[src/rtl/axi_lite_rr_arbiter.sv]
// rtl/axi_lite_rr_arbiter.sv - round-robin arbiter sharing one AXI-Lite slave among NUM_M masters
module axi_lite_rr_arbiter #(
  parameter int NUM_M  = 2,
  parameter int ADDR_W = 32,
  parameter int DATA_W = 32
) (
  input  logic                        clk,
  input  logic                        rst,
  input  logic [NUM_M*ADDR_W-1:0]     m_araddr,
  input  logic [NUM_M-1:0]            m_arvalid,
  output logic [NUM_M-1:0]            m_arready,
  output logic [NUM_M*DATA_W-1:0]     m_rdata,
  output logic [NUM_M*2-1:0]          m_rresp,
  output logic [NUM_M-1:0]            m_rvalid,
  input  logic [NUM_M-1:0]            m_rready,
  input  logic [NUM_M*ADDR_W-1:0]     m_awaddr,
  input  logic [NUM_M-1:0]            m_awvalid,
  output logic [NUM_M-1:0]            m_awready,
  input  logic [NUM_M*DATA_W-1:0]     m_wdata,
  input  logic [NUM_M*DATA_W/8-1:0]   m_wstrb,
  input  logic [NUM_M-1:0]            m_wvalid,
  output logic [NUM_M-1:0]            m_wready,
  output logic [NUM_M*2-1:0]          m_bresp,
  output logic [NUM_M-1:0]            m_bvalid,
  input  logic [NUM_M-1:0]            m_bready,
  output logic [ADDR_W-1:0]           s_araddr,
  output logic                        s_arvalid,
  input  logic                        s_arready,
  input  logic [DATA_W-1:0]           s_rdata,
  input  logic [1:0]                  s_rresp,
  input  logic                        s_rvalid,
  output logic                        s_rready,
  output logic [ADDR_W-1:0]           s_awaddr,
  output logic                        s_awvalid,
  input  logic                        s_awready,
  output logic [DATA_W-1:0]           s_wdata,
  output logic [DATA_W/8-1:0]         s_wstrb,
  output logic                        s_wvalid,
  input  logic                        s_wready,
  input  logic [1:0]                  s_bresp,
  input  logic                        s_bvalid,
  output logic                        s_bready,
  output logic [NUM_M-1:0]            grant_o
);

  localparam int STRB_W = DATA_W / 8;
  localparam int PW     = $clog2(NUM_M);
  localparam logic [PW-1:0] LAST = PW'(NUM_M - 1);

  typedef enum logic [2:0] {
    IDLE    = 3'd0,
    RD_ADDR = 3'd1,
    RD_DATA = 3'd2,
    WR_XFER = 3'd3,
    WR_RESP = 3'd4
  } state_t;

  state_t           state, state_nxt;
  logic [PW-1:0]    ptr, ptr_nxt, gidx, gidx_nxt, sel, cand;
  logic [NUM_M-1:0] req, grant_nxt;
  logic             found;
  logic             aw_done, aw_done_nxt, w_done, w_done_nxt;
  logic             aw_hs, w_hs;
  logic [PW-1:0]    ptr_wrap;
  int               idx;

  assign req      = m_arvalid | (m_awvalid & m_wvalid);
  assign ptr_wrap = (gidx == LAST) ? '0 : gidx + 1'b1;

  // First requester at or after ptr, wrapping.
  always_comb begin
    sel   = ptr;
    cand  = '0;
    found = 1'b0;
    idx   = 0;
    for (int k = 0; k < NUM_M; k++) begin
      idx  = (int'(ptr) + k) % NUM_M;
      cand = PW'(idx);
      if (!found && req[cand]) begin
        sel   = cand;
        found = 1'b1;
      end
    end
  end

  always_comb begin
    state_nxt   = state;
    ptr_nxt     = ptr;
    gidx_nxt    = gidx;
    grant_nxt   = grant_o;
    aw_done_nxt = aw_done;
    w_done_nxt  = w_done;
    aw_hs       = 1'b0;
    w_hs        = 1'b0;
    m_arready   = '0;
    m_rdata     = '0;
    m_rresp     = '0;
    m_rvalid    = '0;
    m_awready   = '0;
    m_wready    = '0;
    m_bresp     = '0;
    m_bvalid    = '0;
    s_araddr    = '0;
    s_arvalid   = 1'b0;
    s_rready    = 1'b0;
    s_awaddr    = '0;
    s_awvalid   = 1'b0;
    s_wdata     = '0;
    s_wstrb     = '0;
    s_wvalid    = 1'b0;
    s_bready    = 1'b0;
    case (state)
      IDLE: begin
        if (found) begin
          grant_nxt      = '0;
          grant_nxt[sel] = 1'b1;
          gidx_nxt       = sel;
          state_nxt      = m_arvalid[sel] ? RD_ADDR : WR_XFER;
        end
      end
      RD_ADDR: begin
        for (int i = 0; i < NUM_M; i++) begin
          if (grant_o[i]) begin
            s_araddr     = m_araddr[i*ADDR_W +: ADDR_W];
            s_arvalid    = m_arvalid[i];
            m_arready[i] = s_arready;
          end
        end
        if (s_arvalid && s_arready) state_nxt = RD_DATA;
      end
      RD_DATA: begin
        for (int i = 0; i < NUM_M; i++) begin
          if (grant_o[i]) begin
            m_rdata[i*DATA_W +: DATA_W] = s_rdata;
            m_rresp[i*2 +: 2]           = s_rresp;
            m_rvalid[i]                 = s_rvalid;
            s_rready                    = m_rready[i];
          end
        end
        if (s_rvalid && s_rready) begin
          state_nxt = IDLE;
          grant_nxt = '0;
          ptr_nxt   = ptr_wrap;
        end
      end
      WR_XFER: begin
        // Each channel's valid/ready is masked once its own handshake is done.
        for (int i = 0; i < NUM_M; i++) begin
          if (grant_o[i]) begin
            s_awaddr     = m_awaddr[i*ADDR_W +: ADDR_W];
            s_awvalid    = m_awvalid[i] & ~aw_done;
            m_awready[i] = s_awready & ~aw_done;
            s_wdata      = m_wdata[i*DATA_W +: DATA_W];
            s_wstrb      = m_wstrb[i*STRB_W +: STRB_W];
            s_wvalid     = m_wvalid[i] & ~w_done;
            m_wready[i]  = s_wready & ~w_done;
          end
        end
        aw_hs = s_awvalid & s_awready;
        w_hs  = s_wvalid & s_wready;
        if (aw_hs) aw_done_nxt = 1'b1;
        if (w_hs)  w_done_nxt  = 1'b1;
        if ((aw_done || aw_hs) && (w_done || w_hs)) state_nxt = WR_RESP;
      end
      WR_RESP: begin
        for (int i = 0; i < NUM_M; i++) begin
          if (grant_o[i]) begin
            m_bresp[i*2 +: 2] = s_bresp;
            m_bvalid[i]       = s_bvalid;
            s_bready          = m_bready[i];
          end
        end
        if (s_bvalid && s_bready) begin
          state_nxt   = IDLE;
          grant_nxt   = '0;
          ptr_nxt     = ptr_wrap;
          aw_done_nxt = 1'b0;
          w_done_nxt  = 1'b0;
        end
      end
      default: begin
        state_nxt   = IDLE;
        grant_nxt   = '0;
        aw_done_nxt = 1'b0;
        w_done_nxt  = 1'b0;
      end
    endcase
  end

  always_ff @(posedge clk or negedge rst) begin
    if (!rst) begin
      state   <= IDLE;
      ptr     <= '0;
      gidx    <= '0;
      grant_o <= '0;
      aw_done <= 1'b0;
      w_done  <= 1'b0;
    end else begin
      state   <= state_nxt;
      ptr     <= ptr_nxt;
      gidx    <= gidx_nxt;
      grant_o <= grant_nxt;
      aw_done <= aw_done_nxt;
      w_done  <= w_done_nxt;
    end
  end

endmodule
[config.mk]
export PLATFORM = sky130hd
export DESIGN_NAME = axi_lite_rr_arbiter
export DESIGN_NICKNAME = d
export VERILOG_FILES = /design/src/rtl/axi_lite_rr_arbiter.sv
export SDC_FILE = /design/constraint.sdc
export NUM_CORES = 1
export LEC_CHECK = 0
export ABC_AREA = 1
export CAP_MARGIN = 20
export CORE_AREA = 8 8 164 166
export CTS_CLUSTER_DIAMETER = 120
export CTS_CLUSTER_SIZE = 14
export DETAILED_ROUTE_END_ITERATION = 8
export DIE_AREA = 0 0 172 174
export HOLD_SLACK_MARGIN = 0.12
export PLACE_DENSITY = 0.52
export SLEW_MARGIN = 15
export SYNTH_ARGS = -nofsm -noshare
export SYNTH_HDL_FRONTEND = slang
export SYNTH_SLANG_ARGS = --single-unit
[constraint.sdc]
create_clock -name clk -period 2 [get_ports clk]
set_clock_uncertainty 0.05 [all_clocks]
set_input_delay 0.5 -clock clk [delete_from_list [all_inputs] [get_ports clk]]
set_output_delay 0.5 -clock clk [all_outputs]
set_load 0.05 [all_outputs]
==> run metrics <==
status complete, but fails checks; failing checks setup timing; worst hold margin 0.410 ns; drt wl/cell 20.8 µm; CP Class reg -> out; antenna violations before repair 3; initial core utilization 10.5%; routed via count 5,537; chip height 174 µm; P&R area growth vs syn 393%; sequential share of the synthesized area 8.75%; Worst VDD drop 576 µV; pre-CTS setup slack -0.0998 ns; CP peak stage delay 0.39 ns; Slew HR 71.3%; Worst Hold Class reg -> reg; synthesized area per cell 5.37 µm²; Slowest-stage cell, CP dfrtp_1; fill count 2,164; Clock Tree Buf Depth 2; global route total overflow 0; CTS tree done; max-slew violation count 0; Hold Fails Final Rpt 0; total die area 0.0299 mm²; Power per Cell Area 875 mW/mm²; Routed Antenna Nets 0; Yosys top cell area share 29.2%; RSZ-0062 raised after global routing yes; IO Port Bufs 441; Post-Route WL 27,600 µm; CORE AREA 0.0245 mm²; Period minus WS final 2.28 ns; first-pass GRT wire length 38,900 µm; IO Pins 442; total number of yosys warnings 0; largest net degree at the start of global routing 34; Tcrit/Tclk final 114%; leakage dissipation 4.60 nW; CP Capture Type primary output; Mapped Cells 479; final setup violation count 184; clk_lat worst skew 0.24 ns; Clock Sinks 9; Clock Pin Slew Worst Setup and Hold Paths 0.04 ns; number of global-route vias before repair 5,809; syn nets 732; most common cell after layout, fill and taps aside clkdlybuf4s50_1; Yosys reg bits 9; Detailed Place HPWL 21,400 µm; CP arrival 1.73 ns; GPL Wtd Cong 0.824; die span in x 172 µm; Max Fclk 439 MHz; H-tree depth 1; Yosys cell types 24; maximum fanout along the worst path 5; GRT Util Overall 17.1%; Max Cap Viol 0; row count 58; # nets final 1,251; DRC violations left 0; Synth area leader a22oi_1; Root Buffer clkbuf_16; most frequent cells in the layout clkdlybuf4s50_1 (249), buf_12 (206), nor2_4 (174), a22oi_2 (85), inv_1 (50); Finished Cell Area 0.0127 mm²; Via density 4.16; crit path cell chain inv_2 > nor3_4 > buf_6 > nand2_8 > buf_12 > buf_16 > nor2_4 > buf_12; Critical Path Source Type flop; cts bufs inserted 3; Post-DP Area 0.0111 mm²; CP required 1.45 ns; worst setup margin -0.278 ns; main area contributors after synthesis a22oi_1 (29%), nor2_1 (27%), dfrtp_1 (8.8%); Tightest Pin Transition 0.429 ns; DR iter-0 viols 156; Critical Path Most Common Cell buf_12; Netlist Area Pre-Place 0.00257 mm²; layout cell share with drive strength beyond 1 61.0%; DRT Pass-1 Iters 4
==> cell families after synthesis <==
group / synth area share (%)
AOI/OAI and AO/OA: 30.7
buffers and inverters: 17.6
DFF: 8.76
and+or+nand+nor: 42.9
==> critical path: cells and delay by family (launching register included) <==
| family | cells | cell delay, ns |
|---|---|---|
| buffers and inverters | 5 | 0.67 |
| flip-flops | 1 | 0.39 |
| AND/OR/NAND/NOR | 3 | 0.43 |
==> cell usage after synthesis <==
| library cell | instances |
|---|---|
| a21oi_1 | 1 |
| a22oi_1 | 100 |
| and3_1 | 1 |
| buf_2 | 21 |
| buf_4 | 2 |
| buf_6 | 7 |
| clkbuf_1 | 9 |
| dfrtp_1 | 9 |
| inv_1 | 52 |
| inv_2 | 5 |
| inv_4 | 1 |
| nand2_1 | 48 |
| nand2_2 | 3 |
| nand3_1 | 10 |
| nand3_2 | 2 |
| nand4_1 | 3 |
| nor2_1 | 182 |
| nor2_2 | 2 |
| nor2_4 | 2 |
| nor3_1 | 9 |
| nor3_2 | 3 |
| nor3_4 | 1 |
| o21a_1 | 2 |
| o21ai_1 | 4 |
==> area by class of cell <==
cell class                      count  area (µm²)  share of cell area, %
Multi-Input combinational cell    373        3780                   29.8
Antenna cell                        3        7.51                 0.0592
Clock buffer                        4        78.8                  0.622
Tap cell                          330         413                   3.26
Inverter                           58         250                   1.97
Timing Repair Buffer              552        7900                   62.3
Timing Repair inverter              1        11.3                 0.0888
Sequential cell                     9         233                   1.84
==> metrics by stage <==
step                TNS, ns  utilization, %  total power [mW]  instances
floorplan            -14.55               -              5.21        479
global placement     -0.765            45.4              9.09       1280
detailed placement    -1.37            45.4              9.11       1280
CTS                  -34.96            49.9              10.6       1318
global route         -42.28            51.7              11.6       1330
finish               -31.96            51.7              11.1       1330
==> flip-flops by register name, indices dropped and copies added, names as in the netlist <==
signal	cells
ptr	1
aw_done	1
gidx	1
state	3
grant_o	2
w_done	1
==> power by group <==
group	internal (mW)	leakage (nW)	switching, mW
Clock	0.266	0.0382	0.0857
Combinational	4.85	4.45	5.54
Sequential	0.268	0.110	0.0883
==> worst paths after layout <==
kind                                        start                      to  slack, ns  cells after the start
max                          state[1]$_DFFE_PN0P_              m_rdata[7]      -0.28                      8
min                              gidx$_DFFE_PN0P_         ptr$_DFFE_PN0P_       0.41                      1
max reg2reg                grant_o[1]$_DFFE_PN0P_    state[0]$_DFFE_PN0P_       0.08                     12
min reg2reg                      gidx$_DFFE_PN0P_         ptr$_DFFE_PN0P_       0.41                      1
max in group asynchronous                     rst  grant_o[1]$_DFFE_PN0P_       1.04                      1
min in group asynchronous                     rst     aw_done$_DFFE_PN0P_       0.52                      1
==> routing by layer <==
| layer | share of wire [%] | GRT usage [%] | vias up |
|---|---|---|---|
| met5 | 0 | 0 | - |
| met4 | 1.3 | 3.45 | 0 |
| met3 | 6.6 | 3.45 | 23 |
| met2 | 54 | 31.8 | 212 |
| met1 | 38 | 19.5 | 2648 |
| li1 | - | - | 2654 |
==> timing repair <==
item | in CTS | in global routing
resized for setup | 106 | 63
hold buffers | 0 | 0
setup endpoints to repair | 187 | 187
buffers inserted | 20 | 7
gates cloned | 16 | 8
pin swaps | 40 | 34
Note: power is estimated with default switching activity, not from simulation.
